$ cat config.mk
export PLATFORM = sky130hd
export DESIGN_NAME = muldiv_sequencer
export DESIGN_NICKNAME = d
export VERILOG_FILES = /design/src/rtl/muldiv_sequencer_pkg.sv /design/src/rtl/muldiv_sequencer_step.sv /design/src/rtl/muldiv_sequencer.sv
export SDC_FILE = /design/constraint.sdc
export NUM_CORES = 1
export LEC_CHECK = 0
export BUFFER_PORTS_ARGS = -buffer_cell sky130_fd_sc_hd__buf_2
export CELL_PAD_IN_SITES_DETAIL_PLACEMENT = 2
export CELL_PAD_IN_SITES_GLOBAL_PLACEMENT = 2
export CORE_UTILIZATION = 39
export CTS_CLUSTER_DIAMETER = 50
export DETAILED_ROUTE_END_ITERATION = 12
export PLACE_DENSITY = 0.95
export SYNTH_ARGS = -nofsm -noshare
export SYNTH_HDL_FRONTEND = slang
export SYNTH_HIERARCHICAL = 1
export SYNTH_SLANG_ARGS = --single-unit
export TNS_END_PERCENT = 5
$ cat constraint.sdc
create_clock -name clock -period 9.3 [get_ports clock]
set_clock_uncertainty 0.15 [all_clocks]
set_input_delay 1.86 -clock clock [delete_from_list [all_inputs] [get_ports clock]]
set_output_delay 1.86 -clock clock [all_outputs]
set_load 0.005 [all_outputs]
$ cat src/rtl/muldiv_sequencer_pkg.sv
// Shared constants for the RV32M multiply/divide sequencer: ALU function codes,
// the sequencer state encoding used by core stall logic, and op-class helpers.
package muldiv_sequencer_pkg;

    localparam int FUNC_W = 5;

    localparam logic [FUNC_W-1:0] ALU_MUL    = 5'd10;
    localparam logic [FUNC_W-1:0] ALU_MULH   = 5'd11;
    localparam logic [FUNC_W-1:0] ALU_MULHSU = 5'd12;
    localparam logic [FUNC_W-1:0] ALU_MULHU  = 5'd13;
    localparam logic [FUNC_W-1:0] ALU_DIV    = 5'd14;
    localparam logic [FUNC_W-1:0] ALU_DIVU   = 5'd15;
    localparam logic [FUNC_W-1:0] ALU_REM    = 5'd16;
    localparam logic [FUNC_W-1:0] ALU_REMU   = 5'd17;

    typedef enum logic [2:0] {
        IDLE = 3'd0,
        PREP = 3'd1,
        CALC = 3'd2,
        FIX  = 3'd3,
        DONE = 3'd4
    } md_state_e;

    function automatic logic op_is_known(input logic [FUNC_W-1:0] f);
        return f inside {ALU_MUL, ALU_MULH, ALU_MULHSU, ALU_MULHU,
                         ALU_DIV, ALU_DIVU, ALU_REM, ALU_REMU};
    endfunction

    function automatic logic op_is_div(input logic [FUNC_W-1:0] f);
        return f inside {ALU_DIV, ALU_DIVU, ALU_REM, ALU_REMU};
    endfunction

    function automatic logic op_is_rem(input logic [FUNC_W-1:0] f);
        return f inside {ALU_REM, ALU_REMU};
    endfunction

    function automatic logic op_a_signed(input logic [FUNC_W-1:0] f);
        return f inside {ALU_MUL, ALU_MULH, ALU_MULHSU, ALU_DIV, ALU_REM};
    endfunction

    function automatic logic op_b_signed(input logic [FUNC_W-1:0] f);
        return f inside {ALU_MUL, ALU_MULH, ALU_DIV, ALU_REM};
    endfunction

endpackage

$ cat src/rtl/muldiv_sequencer_step.sv
// One iteration of the shared datapath on {acc, shreg}: a radix-2 shift-add
// multiply step (LSB-first multiplier in shreg) or a restoring divide step
// (dividend shifts out of shreg, quotient bits shift in).
module muldiv_sequencer_step #(
    parameter int XLEN = 32
) (
    input  logic            is_div_i,
    input  logic [XLEN-1:0] acc_i,
    input  logic [XLEN-1:0] shreg_i,
    input  logic [XLEN-1:0] operand_i,
    output logic [XLEN-1:0] acc_o,
    output logic [XLEN-1:0] shreg_o
);

    logic [XLEN:0]   sum;
    logic [XLEN:0]   shifted;
    logic [XLEN-1:0] diff;

    // Single add/shift or compare/subtract step; the carry of the add and the
    // bit shifted out of acc are kept in the extra top bit.
    always_comb begin
        acc_o   = acc_i;
        shreg_o = shreg_i;
        sum     = '0;
        shifted = '0;
        diff    = '0;
        if (is_div_i) begin
            shifted = {acc_i, shreg_i[XLEN-1]};
            diff    = shifted[XLEN-1:0] - operand_i;
            if (shifted >= {1'b0, operand_i}) begin
                acc_o   = diff;
                shreg_o = {shreg_i[XLEN-2:0], 1'b1};
            end else begin
                acc_o   = shifted[XLEN-1:0];
                shreg_o = {shreg_i[XLEN-2:0], 1'b0};
            end
        end else begin
            sum     = {1'b0, acc_i} + (shreg_i[0] ? {1'b0, operand_i} : {(XLEN+1){1'b0}});
            acc_o   = sum[XLEN:1];
            shreg_o = {sum[0], shreg_i[XLEN-1:1]};
        end
    end

endmodule

$ cat src/rtl/muldiv_sequencer.sv
// Multi-cycle RV32M controller: works on operand magnitudes for XLEN steps of
// the shared step datapath, then applies the result sign and picks the output.
// Divide-by-zero, signed overflow and unknown codes short-cut straight to DONE.
module muldiv_sequencer
    import muldiv_sequencer_pkg::*;
#(
    parameter int XLEN = 32
) (
    input  logic              clock,
    input  logic              reset,
    input  logic              flush,
    input  logic              req_valid,
    output logic              req_ready,
    input  logic [FUNC_W-1:0] req_function,
    input  logic [XLEN-1:0]   req_operand_a,
    input  logic [XLEN-1:0]   req_operand_b,
    output logic              resp_valid,
    input  logic              resp_ready,
    output logic [XLEN-1:0]   resp_result
);

    localparam int CNT_W = $clog2(XLEN + 1);
    localparam logic [XLEN-1:0] MIN_NEG = {1'b1, {(XLEN-1){1'b0}}};

    md_state_e         state_q, state_d;
    logic [CNT_W-1:0]  count_q, count_d;
    logic [FUNC_W-1:0] func_q, func_d;
    logic [XLEN-1:0]   a_q, a_d, b_q, b_d;
    logic [XLEN-1:0]   acc_q, acc_d, shreg_q, shreg_d, op_q, op_d;
    logic [XLEN-1:0]   result_q, result_d;
    logic              neg_q, neg_d;

    logic              sign_a, sign_b;
    logic [XLEN-1:0]   mag_a, mag_b;
    logic [2*XLEN-1:0] prod;
    logic [XLEN-1:0]   step_acc, step_shreg;

    muldiv_sequencer_step #(.XLEN(XLEN)) u_step (
        .is_div_i  (op_is_div(func_q)),
        .acc_i     (acc_q),
        .shreg_i   (shreg_q),
        .operand_i (op_q),
        .acc_o     (step_acc),
        .shreg_o   (step_shreg)
    );

    assign req_ready   = (state_q == IDLE);
    assign resp_valid  = (state_q == DONE);
    assign resp_result = result_q;

    // State, counter and datapath registers; reset discards any op in flight.
    always_ff @(posedge clock) begin
        if (!reset) begin
            state_q  <= IDLE;
            count_q  <= '0;
            func_q   <= '0;
            a_q      <= '0;
            b_q      <= '0;
            acc_q    <= '0;
            shreg_q  <= '0;
            op_q     <= '0;
            result_q <= '0;
            neg_q    <= 1'b0;
        end else begin
            state_q  <= state_d;
            count_q  <= count_d;
            func_q   <= func_d;
            a_q      <= a_d;
            b_q      <= b_d;
            acc_q    <= acc_d;
            shreg_q  <= shreg_d;
            op_q     <= op_d;
            result_q <= result_d;
            neg_q    <= neg_d;
        end
    end

    // Next-state logic: accept, magnitude prep and special cases, iteration,
    // sign fixup and result hold; flush overrides everything outside IDLE.
    always_comb begin
        state_d  = state_q;
        count_d  = count_q;
        func_d   = func_q;
        a_d      = a_q;
        b_d      = b_q;
        acc_d    = acc_q;
        shreg_d  = shreg_q;
        op_d     = op_q;
        result_d = result_q;
        neg_d    = neg_q;

        sign_a = a_q[XLEN-1] & op_a_signed(func_q);
        sign_b = b_q[XLEN-1] & op_b_signed(func_q);
        mag_a  = sign_a ? -a_q : a_q;
        mag_b  = sign_b ? -b_q : b_q;
        prod   = neg_q ? -{acc_q, shreg_q} : {acc_q, shreg_q};

        case (state_q)
            IDLE: begin
                if (req_valid && !flush) begin
                    func_d  = req_function;
                    a_d     = req_operand_a;
                    b_d     = req_operand_b;
                    state_d = PREP;
                end
            end
            PREP: begin
                if (!op_is_known(func_q)) begin
                    result_d = '0;
                    state_d  = DONE;
                end else if (op_is_div(func_q) && (b_q == '0)) begin
                    result_d = op_is_rem(func_q) ? a_q : '1;
                    state_d  = DONE;
                end else if (op_is_div(func_q) && op_a_signed(func_q)
                             && (a_q == MIN_NEG) && (b_q == '1)) begin
                    result_d = op_is_rem(func_q) ? '0 : MIN_NEG;
                    state_d  = DONE;
                end else begin
                    acc_d   = '0;
                    count_d = CNT_W'(XLEN);
                    neg_d   = op_is_rem(func_q) ? sign_a : (sign_a ^ sign_b);
                    if (op_is_div(func_q)) begin
                        op_d    = mag_b;
                        shreg_d = mag_a;
                    end else begin
                        op_d    = mag_a;
                        shreg_d = mag_b;
                    end
                    state_d = CALC;
                end
            end
            CALC: begin
                acc_d   = step_acc;
                shreg_d = step_shreg;
                count_d = count_q - 1'b1;
                if (count_q == CNT_W'(1)) begin
                    state_d = FIX;
                end
            end
            FIX: begin
                if (op_is_rem(func_q)) begin
                    result_d = neg_q ? -acc_q : acc_q;
                end else if (op_is_div(func_q)) begin
                    result_d = neg_q ? -shreg_q : shreg_q;
                end else if (func_q == ALU_MUL) begin
                    result_d = prod[XLEN-1:0];
                end else begin
                    result_d = prod[2*XLEN-1:XLEN];
                end
                state_d = DONE;
            end
            DONE: begin
                if (resp_ready) begin
                    state_d = IDLE;
                end
            end
            default: begin
                state_d = IDLE;
            end
        endcase

        if (flush && (state_q != IDLE)) begin
            state_d = IDLE;
        end
    end

    // Unknown function codes are a caller bug; flag them in simulation.
    known_func_a: assert property (@(posedge clock) disable iff (!reset)
        (req_valid && req_ready && !flush) |-> op_is_known(req_function));

endmodule
==> flow_summary_export.csv <==
group,metric,value,unit
floorplanning,rows,77,
floorplanning,start_util,39.6,%
synth,ys_seq_area_share,23.7,%
clock_network,cts_hold_buf,0,
clock_network,cts_setup_buffers,0,
placed_design,io_buffers,107,
drt,first_iter_violations,2440,
layout,fin_nets,2553,
drt,num_vias,21429,
layout,layout_common_cells,"nand2_1 (337), a21oi_1 (272), dfxtp_1 (206), o21ai_0 (142), nor2_1 (141)",
grt,grt_start_max_net_pins,90,
synth,synth_top_area_share,23.7,%
worst_setup_path,cp.arrival,5820,ps
sta,slew_headroom,15.4,%
grt,gr-usage-all-layers,42.0,%
worst_setup_path,cp_slowest_cell,"buf_4",
drt,wl_per_cell,32.9,µm
drt,dr.pass1.iters,6,
synth,synth-warning-count,6,
worst_setup_path,start_kind,"flop",
synth,synth-edff-count,0,
placed_design,dp.cells,2966,
clock_network,cts_resized,0,
grt,antenna_found_initial,7,
sta,slew_violations,0,
worst_setup_path,cp.required,9620,ps
synth,synth_top_cell_by_area,"dfxtp_1",
worst_setup_path,rrSetupSlack,3800,ps
pwr,sequentialPowerShare,36.9,%
placed_design,hpwl,63400,µm
status,outcome,"complete, no violations",
sta,setup_ws,3800,ps
pwr,ir_drop,0.000149,V
drt,drt_wl_total,99400,µm
sta,rsz0062_at_grt,"false",
worst_setup_path,path_cells,"nor4b_4, buf_4, a21oi_4, buf_4, inv_4, nand4b_1, o311ai_2, or2_2, buf_4, a21oi_1, a21oi_1",
floorplanning,coreArea,44200,µm²
worst_setup_path,cp-end-kind,"flop",
floorplanning,die_x,214,µm
synth,synth_ff_type,"dfxtp_1",
floorplanning,die-area,45800,µm²
sta,setup_tns,0,ps
drt,viasPerCell,7.09,
sta,tightest_slew,1270,ps
run,cap_violations,0,
synth,syn_area_per_cell,7.24,µm²
clock_network,insertion_delay,650,ps
clock_network,cts.path.max_buffers,3,
synth,synthArstFlopShare,0,%
worst_setup_path,cp_common_cell,"buf_4",
min_path,hold_path_class,"reg -> reg",
sta,clock.fmax,182,MHz
grt,grt_overflow,0,
worst_setup_path,critPathBufInv,4,
pwr,power,2.59,mW
synth,syn_inst,2418,
pwr,power_leakage,7.79,nW
pwr,p_per_area,134,nW/µm²
clock_network,clock-sinks,207,
pwr,netSwitchingPower,0.835,mW
synth,syn-num-nets,2565,
placed_design,placedInstanceArea,18300,µm²
layout,final_common_cell,"nand2_1",
layout,fin_cells,3022,
clock_network,clockRootBuffer,"clkbuf_16",
synth,synth_area_leaders,"dfxtp_1 (24%), a21oi_1 (7.8%), nand2_1 (7.2%)",
sta,post-route-period-util,59.1,%
sta,hold_viol_final,0,
clock_network,cts_inserted_buffers,30,
synth,ys_types,93,
worst_setup_path,criticalPathCategory,"reg -> reg",
synth,ys_ff_latch,207,
grt,grt_pass1_vias,22773,
drt,drc,0,
grt,grt_first_pass_wirelength,148000,µm
worst_setup_path,critical_path.max_fanout,80,
drt,drtAntennaViolNets,0,
floorplanning,io-pin-count,108,
clock_network,cts_tree,"done",
layout,drive_gt1_share,11.4,%
placed_design,place.gp.congestion,0.968,
pwr,p_clk_share,49.5,%
clock_network,htreeDepth,1,
placed_design,pre_cts_slack,4570,ps
layout,fin_area,19400,µm²
pwr,p_sw_share,32.3,%
worst_setup_path,slowest_delay,740,ps
clock_network,clkSlewWorstSetupHoldPaths,70,ps
layout,syn_to_final_growth,10.5,%
sta,final.min_clock_period,5500,ps
sta,setup_viol,0,
pwr,p_int,1.75,mW
pwr,comb_power_share,13.5,%
worst_setup_path,crit_family,"buffers and inverters",
floorplanning,die_h,214,µm
synth,syn_area,17500,µm²
[power by group through the flow]
stage | clock (mW) | combinational (mW) | sequential (mW)
4_1_cts | 1.28 | 0.332 | 0.952
5_1_grt | 1.32 | 0.361 | 0.956
6_report | 1.28 | 0.350 | 0.957
3_3_place_gp | 0 | 0.291 | 0.965
2_1_floorplan | 0 | 0.208 | 0.947
3_5_place_dp | 0 | 0.312 | 0.969
[flip-flops by register name (all words and copies together), names as in the netlist]
name,cells
a_q,32
acc_q,32
b_q,32
op_q,32
resp_result,32
shreg_q,32
count_q,6
func_q,5
state_q,3
neg_q,1
[synthesized netlist by cell type (17+ instances only)]
master / instances
o41ai_1: 23
or3_1: 30
nand4_1: 33
mux2_2: 37
inv_1: 73
a21oi_1: 273
dfxtp_1: 207
clkbuf_1: 144
nand2_1: 337
xor2_1: 80
o211ai_1: 61
nand3_1: 105
o31ai_1: 25
nor3_1: 40
ha_1: 71
o21ai_0: 142
o21a_1: 21
o311ai_0: 17
nand2b_1: 19
nor4_1: 28
xnor2_1: 85
mux2i_1: 30
nor2_1: 142
a31oi_1: 34
a21o_1: 38
and2_1: 38
or4_1: 20
buf_2: 19
[layer usage]
metal | up-vias | global-route usage (%) | share of wire [%]
met5 | - | 0 | 0.070
met4 | 8 | 29.1 | 8.0
met3 | 562 | 11.1 | 9.4
met2 | 1423 | 68.6 | 45
met1 | 10640 | 47.8 | 37
li1 | 8796 | - | -
[cells by family (layout without fill, tap and decap cells)]
logic type	after synthesis	in the layout	synth area share (%)
AND/OR/NAND/NOR	862	862	23.8
AO/OA/AOI/OAI	788	788	28.8
buffers and inverters	255	266	5.96
flip-flops	207	207	23.7
XOR/XNOR	165	165	8.25
adder cells (fa/ha/maj)	73	73	5.30
multiplexers	68	68	4.22
other	0	1	0
[tightest hold or removal path, cell delays in order (launching register included)]
cell     delay (ps)
dfxtp_1         330
nand2_1          60
a21oi_1          60
[area by class of cell]
type / instances / area (µm²)
Tap cell: 592 / 741
Clock buffer: 37 / 817
Sequential cell: 207 / 4150
Clock inverter: 18 / 253
Fill cell: 5051 / 24900
Timing Repair Buffer: 137 / 761
Antenna cell: 1 / 2.50
Multi-Input combinational cell: 1956 / 12400
Inverter: 74 / 283
[final timing paths]
kind	startpoint	to	cells after the start
worst min register to register	resp_result[2]	resp_result[2]	2
worst max register to register	func_q[2]	shreg_q[3]	11
worst min-delay path	resp_result[2]	resp_result[2]	2
worst max-delay path	func_q[2]	shreg_q[3]	11
[stage by stage]
| stage | hold WS [ps] | utilization, % |
|---|---|---|
| final | 353 | 43.8 |
| after global routing | 373 | 43.8 |
| after CTS | 341 | 43.8 |
| after detailed placement | 317 | 41.4 |
| after global placement | 299 | 41.4 |
| after floorplan | 290 | - |
(Power assumes the default switching activity.)
